$ cat src/rtl/lm_acc_if.sv
// Handshake bundle between the log multiplier, the accumulator and its consumer.
// Carries the product beat stream in and the vector result stream out.
// The slave modport is the accumulator's view; the master modport is the surrounding logic's view.
interface lm_acc_if #(
    parameter int W     = 32,
    parameter int ACC_W = 40,
    parameter int LEN_W = 8
) ();
    logic             in_valid;
    logic             in_ready;
    logic [W-1:0]     in_data;
    logic             in_last;
    logic             out_valid;
    logic             out_ready;
    logic [ACC_W-1:0] out_data;
    logic [LEN_W-1:0] out_count;
    logic             out_sat;

    modport slave (
        input  in_valid,
        input  in_data,
        input  in_last,
        input  out_ready,
        output in_ready,
        output out_valid,
        output out_data,
        output out_count,
        output out_sat
    );

    modport master (
        output in_valid,
        output in_data,
        output in_last,
        output out_ready,
        input  in_ready,
        input  out_valid,
        input  out_data,
        input  out_count,
        input  out_sat
    );
endinterface

$ cat src/rtl/lm_acc.sv
// Saturating vector accumulator behind the Mitchell log multiplier; one product beat per cycle.
// Latency: result valid the cycle after the beat flagged last is accepted; one bubble cycle per vector.
// Backpressure: in_ready drops while a result is held; the result stays stable until out_ready.
module lm_acc #(
    parameter int W     = 32,
    parameter int ACC_W = 40,
    parameter int LEN_W = 8
) (
    input  logic     clk,
    input  logic     rst,
    lm_acc_if.slave  bus
);

    typedef enum logic {ACC, DONE} state_t;

    state_t           state;
    logic [ACC_W-1:0] acc;
    logic [LEN_W-1:0] count;
    logic             sat;
    logic             in_ready_q;
    logic             out_valid_q;

    // One extra carry bit tells whether the true sum left the accumulator range.
    logic [ACC_W:0]   sum_full;
    logic             accept;

    assign accept   = bus.in_valid && in_ready_q;
    assign sum_full = {1'b0, acc} + (ACC_W+1)'(bus.in_data);

    assign bus.in_ready  = in_ready_q;
    assign bus.out_valid = out_valid_q;
    assign bus.out_data  = acc;
    assign bus.out_count = count;
    assign bus.out_sat   = sat;

    // Control FSM plus accumulator/counter registers; handshake outputs are registered.
    always_ff @(posedge clk or posedge rst) begin
        if (rst) begin
            state       <= ACC;
            acc         <= '0;
            count       <= '0;
            sat         <= 1'b0;
            in_ready_q  <= 1'b1;
            out_valid_q <= 1'b0;
        end else begin
            case (state)
                ACC: begin
                    if (accept) begin
                        if (sum_full[ACC_W]) begin
                            acc <= '1;
                            sat <= 1'b1;
                        end else begin
                            acc <= sum_full[ACC_W-1:0];
                        end
                        // Beat count pins at its maximum rather than wrapping.
                        if (count != '1) begin
                            count <= count + LEN_W'(1);
                        end
                        if (bus.in_last) begin
                            state       <= DONE;
                            in_ready_q  <= 1'b0;
                            out_valid_q <= 1'b1;
                        end
                    end
                end
                DONE: begin
                    if (bus.out_ready) begin
                        state       <= ACC;
                        acc         <= '0;
                        count       <= '0;
                        sat         <= 1'b0;
                        in_ready_q  <= 1'b1;
                        out_valid_q <= 1'b0;
                    end
                end
                default: begin
                    state       <= ACC;
                    in_ready_q  <= 1'b1;
                    out_valid_q <= 1'b0;
                end
            endcase
        end
    end

endmodule

$ cat src/flat_wrapper.sv
// flat-port wrapper written by rule: the top's interface ports become plain ports
module lm_acc_flat 
#(
    parameter int W     = 32,
    parameter int ACC_W = 40,
    parameter int LEN_W = 8
)
  (clk, rst, bus_in_valid, bus_in_data, bus_in_last, bus_out_ready, bus_in_ready, bus_out_valid, bus_out_data, bus_out_count, bus_out_sat);
  lm_acc_if #(.W(W), .ACC_W(ACC_W), .LEN_W(LEN_W)) bus_i ();
  input  logic clk;
  input  logic rst;
  input wire logic [$bits(bus_i.in_valid)-1:0] bus_in_valid;
  input wire logic [$bits(bus_i.in_data)-1:0] bus_in_data;
  input wire logic [$bits(bus_i.in_last)-1:0] bus_in_last;
  input wire logic [$bits(bus_i.out_ready)-1:0] bus_out_ready;
  output wire logic [$bits(bus_i.in_ready)-1:0] bus_in_ready;
  output wire logic [$bits(bus_i.out_valid)-1:0] bus_out_valid;
  output wire logic [$bits(bus_i.out_data)-1:0] bus_out_data;
  output wire logic [$bits(bus_i.out_count)-1:0] bus_out_count;
  output wire logic [$bits(bus_i.out_sat)-1:0] bus_out_sat;
  assign bus_i.in_valid = bus_in_valid;
  assign bus_i.in_data = bus_in_data;
  assign bus_i.in_last = bus_in_last;
  assign bus_i.out_ready = bus_out_ready;
  assign bus_in_ready = bus_i.in_ready;
  assign bus_out_valid = bus_i.out_valid;
  assign bus_out_data = bus_i.out_data;
  assign bus_out_count = bus_i.out_count;
  assign bus_out_sat = bus_i.out_sat;
  lm_acc #(.W(W), .ACC_W(ACC_W), .LEN_W(LEN_W)) u_core (.clk(clk), .rst(rst), .bus(bus_i));
endmodule
$ cat config.mk
export PLATFORM = sky130hd
export DESIGN_NAME = lm_acc_flat
export DESIGN_NICKNAME = d
export VERILOG_FILES = /design/src/rtl/lm_acc_if.sv /design/src/rtl/lm_acc.sv /design/src/flat_wrapper.sv
export SDC_FILE = /design/constraint.sdc
export NUM_CORES = 1
export LEC_CHECK = 0
export CAP_MARGIN = 0
export CORE_ASPECT_RATIO = 0.5
export CORE_UTILIZATION = 45
export CTS_CLUSTER_SIZE = 24
export DETAILED_ROUTE_END_ITERATION = 7
export PLACE_DENSITY = 0.69
export REMOVE_ABC_BUFFERS = 1
export SLEW_MARGIN = 0
export SYNTH_ARGS = -nofsm -noshare
export SYNTH_HDL_FRONTEND = slang
export SYNTH_SLANG_ARGS = --single-unit
$ cat constraint.sdc
create_clock -name clk -period 5.94 [get_ports clk]
set_input_delay 1.782 -clock clk [delete_from_list [all_inputs] [get_ports clk]]
set_output_delay 1.782 -clock clk [all_outputs]
set_load 0.1 [all_outputs]
==> results_tabular.tex <==
\begin{tabular}{lr}
\hline
Metric & Value \\
\hline
\multicolumn{2}{l}{\textbf{Status}} \\
Result of the run & completed \\
\multicolumn{2}{l}{\textbf{Synth}} \\
Yosys reg bits & between 50 and 60 \\
Number of distinct standard cells referenced by the synthesized netlist & a little under 70 \\
Instance count of the mapped netlist & around 470 \\
Compound-Gate Fraction of Synth Area & 0.291 \\
Cell area after technology mapping & 4130 um2 \\
Post-synthesis share of cell area spent on and, or, nand and nor gates & 0.156 \\
Dominant combinational cell family by area after synthesis & compound AO/OA/AOI/OAI gates \\
Number of synthesized flops with an enable pin & 0 \\
Mean post-synth cell area & a little under 9 um2 \\
Ys async rst share & 1.00 \\
Share of synthesized area spent on multiplexers & 0.0100 \\
Synth Area in XOR/XNOR & 0.0679 \\
Sequential cell area fraction in the yosys report & 0.316 \\
Total number of yosys warnings & 0 \\
Main flop type after synthesis & sky130\_fd\_sc\_hd\_\_dfrtp\_1 \\
Adder-Cell Fraction of Synth Area & 0.105 \\
\multicolumn{2}{l}{\textbf{Finish}} \\
Layout cell share with drive strength beyond 1 & 0.0814 \\
Post-route design area & about 5200 um2 \\
Relative area change from synthesis to final layout & 25.5\% \\
Count of antenna diodes in the layout & 0 \\
Number of nets in the layout & between 600 and 700 \\
\multicolumn{2}{l}{\textbf{Detailed routing}} \\
Mean number of vias per cell & approximately 5.8 \\
Number of remaining DRC errors & 0 \\
Count of vias placed by the detailed router & 3867 \\
Remaining antenna violation count after routing & 0 \\
Number of iterations in the first detailed-routing pass & 5 \\
Routed WL & roughly 11 mm \\
Number of DRC markers in iteration 0 & between 200 and 300 \\
WL/cell & between 15 and 20 um \\
\multicolumn{2}{l}{\textbf{Clocking}} \\
Latest clock arrival within the worst-skew pair & $\sim$300 ps \\
H-tree depth & 2 \\
\# resized after CTS & 0 \\
Total clock buffers created by CTS & 5 \\
CTS Root Buffer Type & sky130\_fd\_sc\_hd\_\_clkbuf\_16 \\
Hold Buf Count CTS & 0 \\
Worst-path clk slew & approximately 80 ps \\
Clock tree from TritonCTS & built \\
Post-CTS Repair Setup Buffers & 0 \\
Num Clock Sinks & between 50 and 60 \\
Buffers from clock root to sink, at most & 2 \\
\multicolumn{2}{l}{\textbf{Die}} \\
Die Y-Extent & between 60 and 70 um \\
Standard cell core area & roughly 8800 um2 \\
DIE AREA & $\sim$9600 um2 \\
I/O pin total & a little under 90 \\
Floorplan row count & 24 \\
Horiz. Die Dim & between 100 and 150 um \\
Initial Util & 0.469 \\
\multicolumn{2}{l}{\textbf{Setup path}} \\
Critical path peak fanout & 10 \\
Buffer and inverter count on the worst path & 2 \\
Critical Path Sink Type & flop \\
Startpoint of the lowest-slack register-to-register path & u\_core.bus.out\_data[0] \\
Most numerous cell on the critical path & sky130\_fd\_sc\_hd\_\_nand4\_1 \\
Worst-path cell with the longest stage delay & sky130\_fd\_sc\_hd\_\_o31a\_1 \\
Delay-heaviest family, CP & compound AO/OA/AOI/OAI gates \\
Crit. Startpoint & bus\_in\_data[0] \\
Worst stage delay on the critical path & 470 ps \\
Setup Crit Path Kind & input pin to flop \\
Arrival time worst endpoint & about 5000 ps \\
Ordered cell list for the critical path & clkdlybuf4s50\_1 > ha\_1 > fa\_1 > a211oi\_2 > o211ai\_2 > nand4\_1 > nand4\_1 > a41oi\_2 > o31a\_1 > buf\_4 > a21oi\_1 > a31o\_2 \\
Startpoint kind of the worst setup timing path & input pin \\
WP data required & a little over 6000 ps \\
\multicolumn{2}{l}{\textbf{STA}} \\
RSZ-0062 raised after global routing & false \\
Portion of the clock cycle consumed by the worst path in the final layout & 0.811 \\
Clock Skews & between 3 and 4 ps \\
Post-route setup TNS & 0 ps \\
Worst relative slew slack & 0.337 \\
Worst Max-Slew Pin Slew & 992 ps \\
Slew Viols, Final & 0 \\
Count of final hold-check violations & 0 \\
Final count of negative-setup-slack endpoints & 0 \\
Tmin final & between 4000 and 5000 ps \\
Highest clock frequency the design can meet & 208 MHz \\
\multicolumn{2}{l}{\textbf{Global routing}} \\
Most Crowded Layer GR & met1 \\
Global-route wire length before repair & $\sim$17 mm \\
Met2 usage in global routing & 0.335 \\
Met3 capacity usage during global routing & 0.0468 \\
GRT Util Overall & 0.232 \\
Antenna violations before repair & 0 \\
Met1 track demand over resource & 0.350 \\
Number of global-route vias before repair & $\sim$3600 \\
Total congestion overflow & 0 \\
Pin count of the biggest net entering global routing & 53 \\
\multicolumn{2}{l}{\textbf{Placed design}} \\
Port Buf Inserts & 87 \\
Placement Cell Area & 5030 um2 \\
Final RePlAce weighted congestion & 0.879 \\
Final HPWL from detailed placement & roughly 7.8 mm \\
\multicolumn{2}{l}{\textbf{Min path}} \\
Worst hold path type & flop to flop \\
Worst Min Path Start & u\_core.bus.out\_valid \\
\multicolumn{2}{l}{\textbf{Run}} \\
Max-cap violation count & 0 \\
\hline
\end{tabular}
## synth_stat cells, drive strengths merged (2+ instances only)
| master | n | area [um2] |
|---|---|---|
| a21oi | 69 | 353 |
| dfrtp | 51 | 1280 |
| nand2 | 47 | 179 |
| ha | 33 | 413 |
| nor2 | 32 | 120 |
| o21ai | 26 | 130 |
| nand3 | 23 | 115 |
| xnor2 | 22 | 193 |
| a31oi | 17 | 106 |
| inv | 17 | 63.8 |
| clkbuf | 15 | 100 |
| a21o | 11 | 85.1 |
| o211ai | 11 | 87.6 |
| xor2 | 10 | 87.6 |
| nand4 | 8 | 50.1 |
| and3 | 7 | 51.3 |
| buf | 6 | 50.0 |
| a211oi | 5 | 42.5 |
| a31o | 5 | 43.8 |
| a41oi | 5 | 77.6 |
| and2 | 5 | 33.8 |
| o21a | 5 | 37.5 |
| nor2b | 4 | 25.0 |
| nor3 | 4 | 20.0 |
| o21bai | 4 | 33.8 |
| mux2i | 3 | 30.0 |
| o31ai | 3 | 36.3 |
| a221o | 2 | 20.0 |
| or3 | 2 | 12.5 |
## stage by stage
step | setup WS, ps | std cells | utilization | hold slack, ps
final | 1120 | 670 | 0.588 | 498
after global routing | 933 | 670 | 0.588 | 533
after floorplan | 1590 | 452 | - | 594
after global placement | 903 | 662 | 0.571 | 471
after CTS | 1130 | 670 | 0.588 | 501
after detailed placement | 818 | 662 | 0.571 | 471
## metal layers
layer	vias to the layer above	part of all wire	routed length [um]
li1	1907	-	-
met5	-	0	0
met1	1844	0.51	5420
met4	0	0.0096	102
met3	9	0.058	621
met2	107	0.42	4500
## layout make-up
cell class | count | area (um2)
inverter | 17 | 63.8
clock inverter | 3 | 25.0
multi-input combinational | 383 | 2600
tap | 117 | 146
sequential | 52 | 1300
timing repair buffer | 93 | 916
fill | 816 | 3620
clock buffer | 5 | 125
## kinds of logic (layout without fill, tap and decap cells)
kind of cell               count (synthesis)  after routing
muxes                                      4              4
buffers and inverters                     39            118
xor gates and xnor gates                  32             32
and+or+nand+nor                          136            136
AOI/OAI and AO/OA                        177            177
DFF                                       52             52
adders and majority gates                 34             34
## worst paths after layout
path	end	slack [ps]	cells after the start
min in group asynchronous	u_core.bus.out_valid	1980	3
max in group asynchronous	u_core.bus.out_data[23]	3490	3
worst min-delay path	u_core.bus.out_valid	500	2
worst max-delay path	u_core.bus.out_data[23]	1120	12
worst max register to register	u_core.bus.out_data[23]	2570	11
worst min register to register	u_core.bus.out_valid	500	2
## registers in the layout, summed over array words and instances (netlist names)
| name | cells |
|---|---|
| u_core.state | 1 |
| u_core.bus.in_ready | 1 |
| u_core.bus.out_sat | 1 |
| u_core.bus.out_data | 40 |
| u_core.bus.out_valid | 1 |
| u_core.bus.out_count | 8 |
## layout by cell type (no fill, tap or decap), types with 8 or more instances in the layout
cell type,n
sky130_fd_sc_hd__nor2_1,32
sky130_fd_sc_hd__o211ai_1,10
sky130_fd_sc_hd__inv_1,16
sky130_fd_sc_hd__nand4_1,8
sky130_fd_sc_hd__nand3_1,23
sky130_fd_sc_hd__ha_1,33
sky130_fd_sc_hd__xnor2_1,22
sky130_fd_sc_hd__a31oi_1,17
sky130_fd_sc_hd__o21ai_0,24
sky130_fd_sc_hd__dfrtp_1,51
sky130_fd_sc_hd__a21o_1,9
sky130_fd_sc_hd__a21oi_1,67
sky130_fd_sc_hd__nand2_1,46
sky130_fd_sc_hd__xor2_1,10
sky130_fd_sc_hd__clkdlybuf4s50_1,87
## tightest hold or removal path, delay by kind of cell (launching register included)
family	cells	cell delay, ps
DFF	1	360
and+or+nand+nor	2	120
Power is not shown: default switching activity piles up to over one toggle a cycle in this logic, so the estimate is an artifact.
